<file path="src/rtl/apb_timer_pkg.sv">
// apb_timer_pkg
//   Shared definitions for the APB timer controller: register offsets,
//   CTRL/STATUS bit positions, the sequencing FSM encoding and the
//   saturating expiry-counter helper.
package apb_timer_pkg;

  // Word-aligned register offsets (byte addresses)
  localparam logic [31:0] OFF_CTRL   = 32'h0;
  localparam logic [31:0] OFF_LOAD   = 32'h4;
  localparam logic [31:0] OFF_COUNT  = 32'h8;
  localparam logic [31:0] OFF_STATUS = 32'hC;

  // CTRL bit positions
  localparam int CTRL_EN_BIT       = 0;
  localparam int CTRL_PERIODIC_BIT = 1;
  localparam int CTRL_IRQ_EN_BIT   = 2;

  // STATUS bit positions
  localparam int STAT_DONE_BIT    = 0;
  localparam int STAT_EXP_LSB     = 8;
  localparam int STAT_EXP_CLR_BIT = 31;

  // Expiry counter width and saturation value
  localparam int               EXP_W       = 8;
  localparam logic [EXP_W-1:0] EXP_CNT_MAX = 8'hFF;

  typedef enum logic [1:0] {
    ST_IDLE   = 2'd0,
    ST_ARM    = 2'd1,
    ST_RUN    = 2'd2,
    ST_RELOAD = 2'd3
  } tmr_state_e;

  // Clear is applied first so that a clear and an expiry on the same edge
  // leave the count at one; the increment sticks at the saturation value.
  function automatic logic [EXP_W-1:0] exp_cnt_next(input logic [EXP_W-1:0] cur,
                                                    input logic             clr,
                                                    input logic             inc);
    logic [EXP_W-1:0] base;
    base = clr ? '0 : cur;
    if (inc && (base != EXP_CNT_MAX)) begin
      base = base + 8'd1;
    end
    return base;
  endfunction

endpackage

</file>
<file path="src/rtl/apb_timer_regfile.sv">
// apb_timer_regfile
//   APB3 slave decode and register storage for the timer controller.
//   Ports:
//     clk, reset (async, active-low)
//     psel/penable/pwrite/paddr/pwdata  - APB3 request
//     prdata/pready/pslverr             - APB3 response (prdata/pslverr registered
//                                         at the setup-phase edge)
//     cnt_count                         - live counter value, mirrored by COUNT
//     set_done/inc_exp/clr_en           - status updates from the sequencing FSM
//     ctrl_periodic/ctrl_irq_en         - CTRL fields
//     load_val                          - LOAD register
//     done                              - STATUS.DONE
//     wr_en_set/wr_en_clr               - a CTRL write committing this edge with EN=1 / EN=0
module apb_timer_regfile #(
  parameter int ADDR_W = 4,
  parameter int CNT_W  = 16
) (
  input  logic              clk,
  input  logic              reset,
  input  logic              psel,
  input  logic              penable,
  input  logic              pwrite,
  input  logic [ADDR_W-1:0] paddr,
  input  logic [31:0]       pwdata,
  output logic [31:0]       prdata,
  output logic              pready,
  output logic              pslverr,
  input  logic [CNT_W-1:0]  cnt_count,
  input  logic              set_done,
  input  logic              inc_exp,
  input  logic              clr_en,
  output logic              ctrl_periodic,
  output logic              ctrl_irq_en,
  output logic [CNT_W-1:0]  load_val,
  output logic              done,
  output logic              wr_en_set,
  output logic              wr_en_clr
);
  import apb_timer_pkg::*;

  logic [31:0]      addr32;
  logic             setup_ph;
  logic             access_ph;
  logic             addr_err;
  logic             wr_err;
  logic             wr_ok;
  logic             wr_ctrl;
  logic             wr_load;
  logic             wr_status;
  logic [31:0]      rdata;

  logic             ctrl_en_q, ctrl_en_d;
  logic             ctrl_per_q, ctrl_per_d;
  logic             ctrl_irq_q, ctrl_irq_d;
  logic [CNT_W-1:0] load_q, load_d;
  logic             done_q, done_d;
  logic [EXP_W-1:0] exp_q, exp_d;
  logic [31:0]      prdata_q, prdata_d;
  logic             pslverr_q, pslverr_d;

  // Only a handful of write-data bits are meaningful
  logic unused_pwdata;
  assign unused_pwdata = ^pwdata;

  always_comb begin
    addr32    = 32'(paddr);
    setup_ph  = psel && !penable;
    access_ph = psel && penable;
    addr_err  = (addr32[1:0] != 2'b00) || (addr32 > OFF_STATUS);
    wr_err    = addr_err || (addr32 == OFF_COUNT);
    wr_ok     = access_ph && pwrite && !wr_err;
    wr_ctrl   = wr_ok && (addr32 == OFF_CTRL);
    wr_load   = wr_ok && (addr32 == OFF_LOAD);
    wr_status = wr_ok && (addr32 == OFF_STATUS);

    wr_en_set = wr_ctrl && pwdata[CTRL_EN_BIT];
    wr_en_clr = wr_ctrl && !pwdata[CTRL_EN_BIT];

    ctrl_en_d  = ctrl_en_q;
    ctrl_per_d = ctrl_per_q;
    ctrl_irq_d = ctrl_irq_q;
    if (wr_ctrl) begin
      ctrl_en_d  = pwdata[CTRL_EN_BIT];
      ctrl_per_d = pwdata[CTRL_PERIODIC_BIT];
      ctrl_irq_d = pwdata[CTRL_IRQ_EN_BIT];
    end
    // FSM-driven clear (one-shot expiry or zero LOAD) overrides the write
    if (clr_en) begin
      ctrl_en_d = 1'b0;
    end

    load_d = load_q;
    if (wr_load) begin
      load_d = pwdata[CNT_W-1:0];
    end

    // A new expiry wins over a simultaneous write-1-to-clear
    done_d = done_q;
    if (wr_status && pwdata[STAT_DONE_BIT]) begin
      done_d = 1'b0;
    end
    if (set_done) begin
      done_d = 1'b1;
    end

    exp_d = exp_cnt_next(exp_q, wr_status && pwdata[STAT_EXP_CLR_BIT], inc_exp);

    rdata = '0;
    case (addr32)
      OFF_CTRL: begin
        rdata[CTRL_EN_BIT]       = ctrl_en_q;
        rdata[CTRL_PERIODIC_BIT] = ctrl_per_q;
        rdata[CTRL_IRQ_EN_BIT]   = ctrl_irq_q;
      end
      OFF_LOAD:  rdata = 32'(load_q);
      OFF_COUNT: rdata = 32'(cnt_count);
      OFF_STATUS: begin
        rdata[STAT_DONE_BIT]              = done_q;
        rdata[STAT_EXP_LSB +: EXP_W]      = exp_q;
      end
      default: rdata = '0;
    endcase

    // Response is captured at the setup edge so it is stable for the whole
    // access phase, then dropped so it never lingers past the transfer.
    prdata_d  = (setup_ph && !pwrite && !addr_err) ? rdata : '0;
    pslverr_d = setup_ph ? (pwrite ? wr_err : addr_err) : 1'b0;
  end

  always_ff @(posedge clk or negedge reset) begin
    if (!reset) begin
      ctrl_en_q  <= 1'b0;
      ctrl_per_q <= 1'b0;
      ctrl_irq_q <= 1'b0;
      load_q     <= '0;
      done_q     <= 1'b0;
      exp_q      <= '0;
      prdata_q   <= '0;
      pslverr_q  <= 1'b0;
    end else begin
      ctrl_en_q  <= ctrl_en_d;
      ctrl_per_q <= ctrl_per_d;
      ctrl_irq_q <= ctrl_irq_d;
      load_q     <= load_d;
      done_q     <= done_d;
      exp_q      <= exp_d;
      prdata_q   <= prdata_d;
      pslverr_q  <= pslverr_d;
    end
  end

  assign prdata        = prdata_q;
  assign pready        = 1'b1;
  assign pslverr       = pslverr_q;
  assign ctrl_periodic = ctrl_per_q;
  assign ctrl_irq_en   = ctrl_irq_q;
  assign load_val      = load_q;
  assign done          = done_q;

endmodule

</file>
<file path="src/rtl/apb_timer_ctrl.sv">
// apb_timer_ctrl
//   APB3-programmed sequencer for a down-counter datapath: arms the counter,
//   watches its expiry, optionally auto-reloads and raises a maskable level irq.
//   Ports:
//     clk, reset (async, active-low)
//     psel/penable/pwrite/paddr/pwdata/prdata/pready/pslverr - APB3 slave
//     cnt_en    - counter run enable (high in ARM and RUN)
//     cnt_load  - reload value, captured from LOAD on entry to ARM
//     cnt_count - live counter value (readable through COUNT)
//     cnt_done  - counter expiry, rising-edge detected
//     irq       - DONE & IRQ_EN, registered
module apb_timer_ctrl #(
  parameter int ADDR_W = 4,
  parameter int CNT_W  = 16
) (
  input  logic              clk,
  input  logic              reset,
  input  logic              psel,
  input  logic              penable,
  input  logic              pwrite,
  input  logic [ADDR_W-1:0] paddr,
  input  logic [31:0]       pwdata,
  output logic [31:0]       prdata,
  output logic              pready,
  output logic              pslverr,
  output logic              cnt_en,
  output logic [CNT_W-1:0]  cnt_load,
  input  logic [CNT_W-1:0]  cnt_count,
  input  logic              cnt_done,
  output logic              irq
);
  import apb_timer_pkg::*;

  tmr_state_e       state_q, state_d;
  logic             done_smp_q, done_smp_d;
  logic             done_smp2_q, done_smp2_d;
  logic [CNT_W-1:0] cnt_load_q, cnt_load_d;
  logic             irq_q, irq_d;

  logic             done_rise;
  logic             expire;
  logic             zero_load;
  logic             set_done;
  logic             inc_exp;
  logic             clr_en;

  logic             ctrl_periodic;
  logic             ctrl_irq_en;
  logic [CNT_W-1:0] load_val;
  logic             done_flag;
  logic             wr_en_set;
  logic             wr_en_clr;

  apb_timer_regfile #(
    .ADDR_W (ADDR_W),
    .CNT_W  (CNT_W)
  ) u_regfile (
    .clk           (clk),
    .reset         (reset),
    .psel          (psel),
    .penable       (penable),
    .pwrite        (pwrite),
    .paddr         (paddr),
    .pwdata        (pwdata),
    .prdata        (prdata),
    .pready        (pready),
    .pslverr       (pslverr),
    .cnt_count     (cnt_count),
    .set_done      (set_done),
    .inc_exp       (inc_exp),
    .clr_en        (clr_en),
    .ctrl_periodic (ctrl_periodic),
    .ctrl_irq_en   (ctrl_irq_en),
    .load_val      (load_val),
    .done          (done_flag),
    .wr_en_set     (wr_en_set),
    .wr_en_clr     (wr_en_clr)
  );

  // cnt_done is sampled once and then edge-detected against the previous
  // sample, so the FSM reacts one edge after the expiry is first seen.
  always_comb begin
    done_smp_d  = cnt_done;
    done_smp2_d = done_smp_q;
    done_rise   = done_smp_q && !done_smp2_q;
  end

  // Next-state logic
  always_comb begin
    state_d   = state_q;
    expire    = 1'b0;
    zero_load = 1'b0;
    case (state_q)
      ST_IDLE: begin
        if (wr_en_set) begin
          if (load_val == '0) begin
            zero_load = 1'b1;
          end else begin
            state_d = ST_ARM;
          end
        end
      end
      ST_ARM:    state_d = ST_RUN;
      ST_RUN: begin
        if (done_rise) begin
          expire  = 1'b1;
          state_d = ctrl_periodic ? ST_RELOAD : ST_IDLE;
        end
      end
      ST_RELOAD: state_d = ST_ARM;
      default:   state_d = ST_IDLE;
    endcase
    // Software abort beats everything, including a coincident expiry
    if (wr_en_clr) begin
      state_d = ST_IDLE;
      expire  = 1'b0;
    end
  end

  // Outputs and status side effects
  always_comb begin
    cnt_en     = (state_q == ST_ARM) || (state_q == ST_RUN);
    set_done   = expire || zero_load;
    inc_exp    = expire;
    clr_en     = zero_load || (expire && !ctrl_periodic);
    // ARM lasts exactly one cycle, so state_d == ARM marks ARM entry
    cnt_load_d = (state_d == ST_ARM) ? load_val : cnt_load_q;
    irq_d      = done_flag && ctrl_irq_en;
  end

  // State register
  always_ff @(posedge clk or negedge reset) begin
    if (!reset) begin
      state_q     <= ST_IDLE;
      done_smp_q  <= 1'b0;
      done_smp2_q <= 1'b0;
      cnt_load_q  <= '0;
      irq_q       <= 1'b0;
    end else begin
      state_q     <= state_d;
      done_smp_q  <= done_smp_d;
      done_smp2_q <= done_smp2_d;
      cnt_load_q  <= cnt_load_d;
      irq_q       <= irq_d;
    end
  end

  assign cnt_load = cnt_load_q;
  assign irq      = irq_q;

endmodule

</file>
<file path="config.mk">
export PLATFORM = sky130hd
export DESIGN_NAME = apb_timer_ctrl
export DESIGN_NICKNAME = d
export VERILOG_FILES = /design/src/rtl/apb_timer_pkg.sv /design/src/rtl/apb_timer_regfile.sv /design/src/rtl/apb_timer_ctrl.sv
export SDC_FILE = /design/constraint.sdc
export NUM_CORES = 1
export LEC_CHECK = 0
export ABC_AREA = 1
export BUFFER_PORTS_ARGS = -buffer_cell sky130_fd_sc_hd__buf_2
export CAP_MARGIN = 30
export CELL_PAD_IN_SITES_DETAIL_PLACEMENT = 0
export CELL_PAD_IN_SITES_GLOBAL_PLACEMENT = 1
export CORE_MARGIN = 2
export CORE_UTILIZATION = 40
export DETAILED_ROUTE_END_ITERATION = 16
export PLACE_DENSITY = 0.95
export SETUP_SLACK_MARGIN = 0.15
export SYNTH_ARGS = -nofsm -noshare
export SYNTH_HDL_FRONTEND = slang
export SYNTH_SLANG_ARGS = --single-unit
</file>
<file path="constraint.sdc">
create_clock -name clk -period 2.4 [get_ports clk]
set_input_delay 0.36 -clock clk [delete_from_list [all_inputs] [get_ports clk]]
set_output_delay 0.36 -clock clk [all_outputs]
set_load 0.005 [all_outputs]
</file>
### After elaboration in Yosys (flattened, before gate mapping)

Index checks and enable logic that the tools add are counted.

| storage, ports and cells | value |
|---|---|
| output and inout port bits | 52 |
| logic and storage cells | 83 |
| input bits | 58 |
| register bits after elaboration | 82 |

| cells by class | value |
|---|---|
| $add $sub $neg | 1 |
| order comparisons | 1 |
| reductions and logical operators | 35 |
| eq/ne operators | 8 |
| muxes and demuxes | 25 |

Operators by type and width:

| operator | number |
|---|---|
| 8-bit one-hot mux with 3 select lines | 1 |
| 1-bit logical AND | 17 |
| 16-bit zero test | 1 |
| 16-bit two-way mux | 1 |
| 8-bit two-way mux | 2 |
| 1-bit two-way mux | 12 |
| 2-bit two-way mux | 5 |
| 5-bit one-hot mux with 2 select lines | 1 |
| 8-bit by 1-bit adder with 8-bit output (second input constant) | 1 |
| 4-bit == test (second input constant) | 2 |
| 8-bit != test (second input constant) | 1 |
| 2-bit one-hot mux with 4 select lines | 1 |
| 1-bit zero test | 7 |
| 2-bit one-hot mux with 3 select lines | 1 |
| 2-bit nonzero test | 3 |
| 1-bit logical OR | 5 |
| 2-bit by 1-bit == test with 1-bit output (second input constant) | 2 |
| 2-bit == test (second input constant) | 2 |
| 4-bit by 3-bit == test with 1-bit output (second input constant) | 1 |
| 4-bit > comparator (second input constant) | 1 |
| 4-bit zero test | 1 |
| 1-bit one-hot mux with 4 select lines | 1 |
| 2-bit zero test | 1 |

### Longest topological paths before layout

Gate-level depths: netlist of the first run.

| logic depth | value |
|---|---|
| word-level depth | 11 |
| depth in mapped cells | 12 |
| depth with buffers taken out | 11 |

### Hierarchy

A second synthesis of the first run with hierarchy kept.

| second synthesis, totals | value |
|---|---|
| cells, all modules | 395 |
| area, all modules | 3449.6 um^2 |

By module, submodules not included:

| module | seq. area each (um^2) | times used | area each (um^2) | cells an instance |
|---|---|---|---|---|
| apb_timer_regfile | 1126.1 | 1 | 2356.0 | 271 |
| apb_timer_ctrl | 525.5 | 1 | 1093.5 | 124 |

### Worst setup path before layout of the first run

No wires, ideal clock.

| timing | value |
|---|---|
| path kind | reg2reg |
| start | reg state_q[0] |
| end | reg cnt_load_q[5] (netlist: cnt_load[5]) |
| required time | 2.283 ns |
| setup slack | 0.802 ns |
| arrival | 1.481 ns |
| buffers on the path | 1 |
| setup time | 0.117 ns |
| period minus slack after synthesis | 1.598 ns |
| stages on the path, launching flop included | 11 |
| cell sequence | dfrtp_1 -> inv_1 -> ha_1 -> nand2_1 -> o21ai_0 -> nand2_1 -> a21oi_4 -> nand2_4 -> buf_6 -> nand2_1 -> nand2_1 |

| between the ends | value |
|---|---|
| word-level cells in the longest chain between the ends | 5 |
| elaborated cells between the ends (all ways) | 10 |
| those cells by class | eq/ne: 4; mux: 5; reduce/logical: 1 |

RTL lines:

| item | RTL line | RTL |
|---|---|---|
| start, declared | apb_timer_ctrl.sv:34 | `tmr_state_e state_q, state_d;` |
| start signal, assigned | apb_timer_ctrl.sv:140 | `state_q <= state_d;` |
| 2-bit two-way mux | apb_timer_ctrl.sv:96 | `if (load_val == '0) begin` |
| 2-bit two-way mux | apb_timer_ctrl.sv:95 | `if (wr_en_set) begin` |
| 2-bit one-hot mux with 4 select lines (*) | apb_timer_ctrl.sv:93 | `case (state_q)` |
| 2-bit two-way mux (*) | apb_timer_ctrl.sv:114 | `if (wr_en_clr) begin` |
| 2-bit by 1-bit == test with 1-bit output (*) | apb_timer_ctrl.sv:127 | `cnt_load_d = (state_d == ST_ARM) ? load_val : cnt_load_q;` |
| end signal, assigned | apb_timer_ctrl.sv:143 | `cnt_load_q <= cnt_load_d;` |
| end, declared | apb_timer_ctrl.sv:37 | `logic [CNT_W-1:0] cnt_load_q, cnt_load_d;` |

Every way passes the cells marked *; elsewhere a longest branch is shown, timed or not.
A chain may end at the register's enable or synchronous reset.

### Worst setup path in the final report of the first run

| timing | value |
|---|---|
| start | reg state_q[0] |
| end | reg cnt_load_q[0] (netlist: cnt_load[0]) |

The elaborated chain is that of the path after synthesis.

==> impl_metrics.json, run 1 <==
{
  "status": "finished clean",
  "critPathLaunch": "state_q[0]",
  "nFillCells": 799,
  "crit_path_end_kind": "register",
  "netlist_area_um2": 3360,
  "final_common_cell": "nand2_1",
  "utilization": 0.494,
  "rows": 33,
  "grt_use_total": 0.182,
  "antenna_found_initial": 0,
  "yosysSeqAreaShare": 0.492,
  "path_class": "reg -> reg",
  "diodes": 0,
  "drt_pass1_iterations": 4,
  "min_period_over_period": 0.758,
  "mostFrequentLayoutCells": "nand2_1, buf_2, dfrtp_1",
  "path_clk_slew_ns": 0.07,
  "cp_cell_sequence": "inv_1 > ha_1 > nand2_1 > o21ai_0 > nand2_1 > a21oi_4 > nand2_4 > nand2_1 > nand2_1",
  "drv_cap": 0,
  "grt_pass1_vias": 2642,
  "syn_inst": 393,
  "critPathSlowestCell": "dfrtp_1",
  "io_pins": 110,
  "cts_sinks": 66,
  "path_common_cell": "nand2_1",
  "die_w_um": 95.6,
  "post-cts-setup-buffer-count": 0,
  "ys_warn_count": 0,
  "finClkSkew_ns": 0.00991,
  "cp_slowest_stage_delay_ns": 0.44,
  "cp.arrival_ns": 2.05,
  "cts_root_buf": "clkbuf_8",
  "min_path_type": "in -> async",
  "p_leak_nw": 2.27,
  "clkLatencyLatePin_ns": 0.34,
  "cp-start-kind": "register",
  "port_buffers": 77,
  "ys_ff_latch": 66,
  "power_density_nw_per_um2": 926,
  "initial_core_util": 0.411,
  "routed-via-count": 2806,
  "reg2reg_from": "state_q[0]",
  "tns_ns": 0,
  "drc": 0,
  "yosysUniqueCellTypes": 30,
  "syn2layout_area_growth_pct": 20.2,
  "hold_violations": 0,
  "ant_nets": 0,
  "final_nets": 540,
  "core_um2": 8180,
  "place_hpwl_um": 5820,
  "setup_viol": 0,
  "period_minus_slack_ns": 1.82,
  "wl_um": 7810,
  "crit_family": "simple AND/OR/NAND/NOR gates",
  "crit_buf_inv": 1,
  "ctsResizeCount": 0,
  "clock.fmax_mhz": 550,
  "gp_congestion": 0.881,
  "via_per_inst": 4.78,
  "cts_tree": "built",
  "syn_avg_cell_area_um2": 8.54,
  "cts_max_path_buffers": 2,
  "dieArea_um2": 9140,
  "overflow": 0,
  "h-tree-depth": 3,
  "dr.first_iter.drc_count": 178,
  "die_h_um": 95.6,
  "layout-drive-gt1-share": 0.261,
  "holdBufCountCts": 0,
  "grt_pass1_wl_um": 12400,
  "cts_buffers": 9,
  "slew_violations": 0,
  "wire_per_inst_um": 13.3,
  "rsz0062_at_grt": "false",
  "path_max_fanout": 16,
  "grt_max_degree": 67,
  "crit_required_ns": 2.63,
  "ir_worst_vdd_v": 0.000350
}
[cell type report]
cell class | count | area, um^2 | area share
repair buffers | 86 | 465 | 0.115
multi-input cells | 267 | 1390 | 0.344
clock inverters | 2 | 60.1 | 0.0149
clock buffers | 13 | 159 | 0.0394
inverters | 48 | 180 | 0.0446
flip-flops and latches | 66 | 1650 | 0.409
well taps | 105 | 131 | 0.0325
[report_power, final]
group,leakage (nW),total (mW),switching (mW),internal [mW]
registers,0.845,1.52,0.171,1.35
logic,1.32,1.17,0.716,0.449
clock network,0.110,1.05,0.412,0.638
[cell families after synthesis]
family,Yosys count,synth area share
buffers and inverters,75,0.111
xor gates and xnor gates,2,0.00522
other,2,0.00224
AOI/OAI and AO/OA,29,0.0548
and+or+nand+nor,205,0.286
adders and majority gates,4,0.0149
muxes,10,0.0335
DFF,66,0.492
[cell usage after synthesis]
cell type / count / area (um^2)
a21oi_1: 12 / 60.1
inv_1: 48 / 180
nand2_4: 2 / 22.5
a41oi_1: 1 / 8.76
a21oi_4: 1 / 16.3
nor3_4: 1 / 16.3
mux2_1: 1 / 11.3
buf_4: 18 / 135
nand2_1: 106 / 398
o221ai_1: 1 / 8.76
nand3_1: 49 / 245
nor2_1: 24 / 90.1
mux2_2: 9 / 101
buf_6: 3 / 33.8
nand2_2: 4 / 25.0
clkbuf_1: 5 / 18.8
dfrtp_1: 66 / 1650
buf_2: 1 / 5.00
nor2_4: 3 / 33.8
ha_1: 4 / 50.1
nor3b_1: 1 / 7.51
nor2_8: 1 / 20.0
o211ai_1: 8 / 60.1
conb_1: 2 / 7.51
nor2_2: 1 / 6.26
xor2_1: 2 / 17.5
nand3_2: 5 / 50.1
nor3_1: 3 / 15.0
o21ai_0: 6 / 30.0
nand4_1: 5 / 31.3
[per-stage QoR]
stage	hold WS (ns)	cells	power [mW]	instance area [um^2]	setup WS [ns]
4_1_cts	0.0264	587	3.78	4040	0.556
3_5_place_dp	0.379	572	2.72	3820	0.471
2_1_floorplan	0.0644	408	2.36	3410	0.802
6_report	0.00630	587	3.74	4040	0.580
5_1_grt	0.0364	587	4.00	4040	0.410
3_3_place_gp	0.380	572	2.67	3820	0.509
[per-layer routing]
| layer | up-vias | part of all wire | track usage |
|---|---|---|---|
| met5 | - | 0 | 0 |
| met4 | 0 | 0.018 | 0.0821 |
| met3 | 13 | 0.066 | 0.0419 |
| met2 | 87 | 0.47 | 0.288 |
| met1 | 1316 | 0.44 | 0.236 |
| li1 | 1390 | - | - |
[final timing paths]
path / endpoint / slack [ns] / cells past startpoint
max: cnt_load[0] / 0.58 / 9
min: u_regfile.prdata[1] / 0.006 / 2
max reg2reg: cnt_load[0] / 0.58 / 9
min reg2reg: done_smp2_q / 0.41 / 0
max in group asynchronous: u_regfile.exp_q[0] / 2.09 / 2
min in group clk: done_smp2_d / 0.12 / 1
[registers in the layout, indices dropped and copies added (netlist names)]
register                 count
cnt_load                    16
u_regfile.prdata            16
u_regfile.ctrl_periodic      1
irq                          1
u_regfile.ctrl_irq_en        1
u_regfile.pslverr            1
done_smp2_q                  1
done_smp2_d                  1
u_regfile.done               1
u_regfile.ctrl_en_q          1
state_q                      2
u_regfile.exp_q              8
u_regfile.load_val          16
Power figures use the tool's default switching activity.
==> inputs of run 2 (changes only) <==
--- a/config.mk
+++ b/config.mk
@@ -11,9 +11,9 @@
 export CELL_PAD_IN_SITES_DETAIL_PLACEMENT = 0
 export CELL_PAD_IN_SITES_GLOBAL_PLACEMENT = 1
 export CORE_MARGIN = 2
-export CORE_UTILIZATION = 40
+export CORE_UTILIZATION = 37
 export DETAILED_ROUTE_END_ITERATION = 16
-export PLACE_DENSITY = 0.95
+export PLACE_DENSITY = 0.91
 export SETUP_SLACK_MARGIN = 0.15
 export SYNTH_ARGS = -nofsm -noshare
 export SYNTH_HDL_FRONTEND = slang
==> constraint.sdc (replaced) <==
create_clock -name clk -period 1.7 [get_ports clk]
set_input_delay 0.255 -clock clk [delete_from_list [all_inputs] [get_ports clk]]
set_output_delay 0.255 -clock clk [all_outputs]
set_load 0.005 [all_outputs]
==> run 2 against run 1 <==
  * Clock power up 13%
  * Via count up 8.1%
  * Hold slack better by 0.011 ns
  * Cell count up 4.9%
  * Sequential share of layout area down 4.0 points
  * Flip-flop and latch count unchanged
  * Global-route usage down 0.46 points
  * Die area up 7.8%
  * Maximum frequency up 9.2%
==> impl_metrics.json, run 2 (synthesis gave the netlist of run 1 again) <==
{
  "dp_cells": 582,
  "cts_max_path_buffers": 2,
  "crit_path_end_kind": "register",
  "holdWs_ns": 0.0170,
  "drc": 0,
  "mostFrequentLayoutCells": "nand2_1, buf_2, dfrtp_1",
  "status": "finished clean",
  "wl_met1_um": 3690,
  "die_h_um": 99.3,
  "path_class": "reg -> reg",
  "h-tree-depth": 3,
  "rsz0062_at_grt": "true",
  "drv_cap": 0,
  "routed-via-count": 3034,
  "p_leak_nw": 2.43,
  "reg2reg_from": "u_regfile.load_val[2]",
  "clock.fmax_mhz": 600,
  "placed_cell_area_um2": 3910,
  "antenna_found_initial": 0,
  "via_per_inst": 4.93,
  "r2r_slack_ns": 0.03,
  "initial_core_util": 0.383,
  "port_buffers": 77,
  "finClkSkew_ns": 0.00642,
  "overflow": 0,
  "power_density_nw_per_um2": 1460,
  "dieArea_um2": 9850,
  "ir_worst_vdd_v": 0.000887,
  "cp-start-kind": "register",
  "worstSetupEndpoint": "cnt_load[0]",
  "wire_per_inst_um": 14.6,
  "route.met2.wl_um": 4360,
  "dr.max_layer_used": "met4",
  "place_hpwl_um": 5950,
  "grt_use_total": 0.177,
  "io_pins": 110,
  "worstReg2RegEnd": "cnt_load[0]",
  "crit_required_ns": 1.93,
  "diodes": 0,
  "final_common_cell": "nand2_1",
  "cts_tree": "built",
  "slew_violations": 0,
  "layout.cells.non_filler": 616,
  "utilization": 0.511,
  "ant_nets": 0,
  "ff2ff_path_depth": 11,
  "final_nets": 566,
  "critPathLaunch": "u_regfile.load_val[2]",
  "nFillCells": 770,
  "setup_viol": 0,
  "final_area_um2": 4480,
  "min_period_over_period": 0.980,
  "grt_pass1_vias": 2850,
  "clkLatencyLatePin_ns": 0.34,
  "min_path_type": "in -> reg",
  "period_minus_slack_ns": 1.67,
  "rows": 34,
  "core_um2": 8760,
  "dr.first_iter.drc_count": 175,
  "wl_um": 8990,
  "drt_pass1_iterations": 4,
  "cts_sinks": 66,
  "cp.arrival_ns": 1.90,
  "grt_max_degree": 67,
  "grt_pass1_wl_um": 13800,
  "die_w_um": 99.3,
  "dr_wl_met3_um": 723,
  "path_max_fanout": 8,
  "gp_congestion": 0.899,
  "layout-drive-gt1-share": 0.382,
  "cts_root_buf": "clkbuf_8",
  "finalPower_mw": 6.52,
  "syn2layout_area_growth_pct": 33.4,
  "path_clk_slew_ns": 0.07,
  "cts_buffers": 9,
  "hold_violations": 0
}
run 2: critical path, stage by stage (launching register included):
cell,delay (ns)
dfrtp_1,0.40
inv_1,0.14
nand3_2,0.10
nor2_2,0.13
nand2_1,0.07
nand2_2,0.11
nand2_2,0.08
nand2_4,0.10
nand2_8,0.10
buf_12,0.16
nand3_1,0.10
nand2_2,0.07
run 2: report_power, final:
part | internal [mW] | switching (mW)
Sequential | 1.91 | 0.255
Clock | 0.600 | 0.588
Combinational | 1.48 | 1.69
run 2: worst min path at each step:
stage	slack, ns	depth (start not counted)	from	end
floorplan	-0.04	0	reset	cnt_load[0]
global placement	0.30	2	reset	cnt_load[15]
detailed placement	0.30	2	reset	cnt_load[15]
CTS	0.02	1	cnt_done	done_smp2_d
global route	0.02	1	cnt_done	done_smp2_d
finish	0.02	1	cnt_done	done_smp2_d
run 2: area by class of cell:
type / count / area [um^2] / area share
sequential: 66 / 1650 / 0.369
multi-input combinational: 268 / 1590 / 0.354
timing repair buffer: 111 / 754 / 0.168
inverter: 48 / 180 / 0.0402
clock buffer: 13 / 159 / 0.0355
tap: 108 / 135 / 0.0302
clock inverter: 2 / 12.5 / 0.00279
run 2: timing repair:
| action | in CTS | in global routing |
|---|---|---|
| buffers inserted | 7 | 8 |
| setup endpoints to repair | 16 | 25 |
| hold endpoints to repair | 66 | 0 |
| pin swaps | 2 | 14 |
| gates cloned | 1 | 2 |
| hold buffers | 1 | 0 |
| gates resized for setup | 14 | 42 |
run 2: routing by layer:
layer	GRT usage	vias up
met5	0	-
met4	0.0485	0
met3	0.0429	19
met2	0.295	125
met1	0.231	1448
li1	-	1442
run 2: stage by stage:
step / setup WS (ns) / setup TNS [ns]
6_report: 0.0334 / 0
5_1_grt: -0.0565 / -0.255
4_1_cts: 0.119 / 0
3_5_place_dp: 0.00951 / 0
3_3_place_gp: 0.0519 / 0
2_1_floorplan: 0.127 / 0
==> inputs of run 3 (changes only) <==
--- a/config.mk
+++ b/config.mk
@@ -13,6 +13,7 @@
 export CORE_MARGIN = 2
 export CORE_UTILIZATION = 37
 export DETAILED_ROUTE_END_ITERATION = 16
+export GPL_TIMING_DRIVEN = 0
 export PLACE_DENSITY = 0.91
 export SETUP_SLACK_MARGIN = 0.15
 export SYNTH_ARGS = -nofsm -noshare
==> run 3 against run 2 <==
  * Via count is 3.2% lower
  * Clock skew rose by 0.0039 ns
  * Utilization decreased by 1.2 points
  * Final area shrank 2.4%
  * Combinational power fell by 28%
  * Hold slack worse by 0.029 ns
  * Register-to-register slack better by 0.09 ns
  * Count of clock-buffer cells in the layout fell by 3
  * The flow now finishes with violations (hold timing)
  * Die area is the same
  * Wire length fell by 6.5%
  * Total power fell by 9.3%
  * Worst setup slack better by 0.090 ns
==> impl_metrics.json, run 3 (synthesis gave the netlist of run 1 again) <==
{
  "holdWs_ns": -0.0121,
  "wl_um": 8410,
  "cp_slowest_stage_delay_ns": 0.41,
  "port_buffers": 77,
  "status": "finished, violations left",
  "place_ws_ns": -0.0913,
  "cts_tree": "built",
  "p_leak_nw": 2.44,
  "critPathLaunch": "state_q[0]",
  "path_clk_slew_ns": 0.08,
  "cts_sinks": 66,
  "dieArea_um2": 9850,
  "die_w_um": 99.3,
  "routed-via-count": 2938,
  "grt_max_degree": 67,
  "die_h_um": 99.3,
  "critPathSlowestCell": "dfrtp_1",
  "cp_cell_sequence": "inv_2 > ha_4 > nand2_2 > o21ai_2 > nand2_2 > a21oi_4 > nand2_4 > buf_8 > nand2_1 > nand2_1",
  "clock.fmax_mhz": 634,
  "fin_ws_ns": 0.123,
  "crit_family": "flip-flops",
  "grt_pass1_wl_um": 13100,
  "dr.first_iter.drc_count": 152,
  "clkLatencyLatePin_ns": 0.35,
  "diodes": 0,
  "hold_violations": 9,
  "core_um2": 8760,
  "initial_core_util": 0.383,
  "ant_nets": 0,
  "drv_cap": 0,
  "regArea_um2": 1650,
  "rows": 34,
  "cts_root_buf": "clkbuf_8",
  "finalPower_mw": 5.92,
  "crit_buf_inv": 2,
  "grtUsageMet2": 0.296,
  "final_common_cell": "nand2_1",
  "power_density_nw_per_um2": 1350,
  "wire_per_inst_um": 13.4,
  "gr-usage-met3": 0.0232,
  "cts_buffers": 9,
  "nFillCells": 850,
  "cts_max_path_buffers": 2,
  "drc": 0,
  "finClkSkew_ns": 0.0103,
  "path_class": "reg -> reg",
  "layout.cells.non_filler": 628,
  "grt_use_total": 0.169,
  "violations": "hold timing",
  "slew_headroom": 0.437,
  "path_max_fanout": 10,
  "gp_congestion": 0.873,
  "ir_worst_vdd_v": 0.000769,
  "grt_pass1_vias": 2832,
  "period_minus_slack_ns": 1.58,
  "via_per_inst": 4.68,
  "dp_cells": 593,
  "drt_pass1_iterations": 4,
  "syn2layout_area_growth_pct": 30.2,
  "top_usage_layer": "met2",
  "antenna_found_initial": 0,
  "cp.arrival_ns": 1.81,
  "crit_path_end_kind": "register",
  "slew_violations": 0,
  "h-tree-depth": 3,
  "final_nets": 577,
  "crit_required_ns": 1.94,
  "multi_input_area_um2": 1440,
  "layout-drive-gt1-share": 0.346,
  "place_hpwl_um": 6100,
  "overflow": 0,
  "min_path_type": "in -> async",
  "grtUsageMet1": 0.212,
  "rsz0062_at_grt": "true",
  "io_pins": 110,
  "min_period_over_period": 0.927,
  "mostFrequentLayoutCells": "nand2_1, buf_2, dfrtp_1",
  "reg2reg_from": "state_q[0]",
  "cp-start-kind": "register",
  "setup_viol": 0,
  "tightest_slew_ns": 0.845
}
[run 3: cell count changes in the layout (fill, tap and decap cells not counted), moves of 3 or more]
cell,change
buf_12,-5
buf_4,+14
nand2_1,+16
nand2_2,-13
nand2_8,-3
nand3_1,+9
nand3_2,-9
[run 3: metrics by stage]
step | hold slack, ns | area [um^2] | TNS, ns | utilization
floorplan | -0.0406 | 3410 | 0 | -
global placement | 0.360 | 3930 | -1.19 | 0.449
detailed placement | 0.369 | 3940 | -1.66 | 0.449
CTS | 0.0101 | 4280 | 0 | 0.488
global route | 0.0188 | 4370 | 0 | 0.499
finish | -0.0121 | 4370 | 0 | 0.499
[run 3: layout make-up]
cell class	instances	share of cell area
sequential	66	0.378
multi-input combinational	267	0.330
timing repair buffer	96	0.121
buffer	27	0.0461
inverter	48	0.0412
clock buffer	10	0.0315
tap	108	0.0309
clock inverter	6	0.0206
[run 3: report_power, final]
group	leakage [nW]	switching (mW)	internal [mW]
Sequential	0.844	0.232	1.91
Clock	0.112	0.625	0.868
Combinational	1.49	1.22	1.06
Total	2.44	2.08	3.84
[run 3: worst paths after layout]
check	slack, ns	end	cells past startpoint
setup / recovery	0.12	cnt_load[13]	10
hold / removal	-0.01	cnt_load[15]	1
setup reg to reg	0.12	cnt_load[13]	10
hold reg to reg	0.39	done_smp2_q	0
max in group asynchronous	1.13	u_regfile.prdata[12]	1
min in group clk	0.02	done_smp2_d	1
[run 3: what timing repair did]
| action | 4_1_cts | 5_1_grt |
|---|---|---|
| hold buffers | 0 | 0 |
| endpoints found under the setup margin | 23 | 27 |
| setup buffers | 11 | 8 |
| resized for setup | 9 | 15 |
| pin swaps | 3 | 6 |
[run 3: per-layer routing]
metal | share of wire | wire length [um]
met2 | 0.48 | 4060
met5 | 0 | 0
met4 | 0.016 | 131
met3 | 0.052 | 439
met1 | 0.45 | 3770
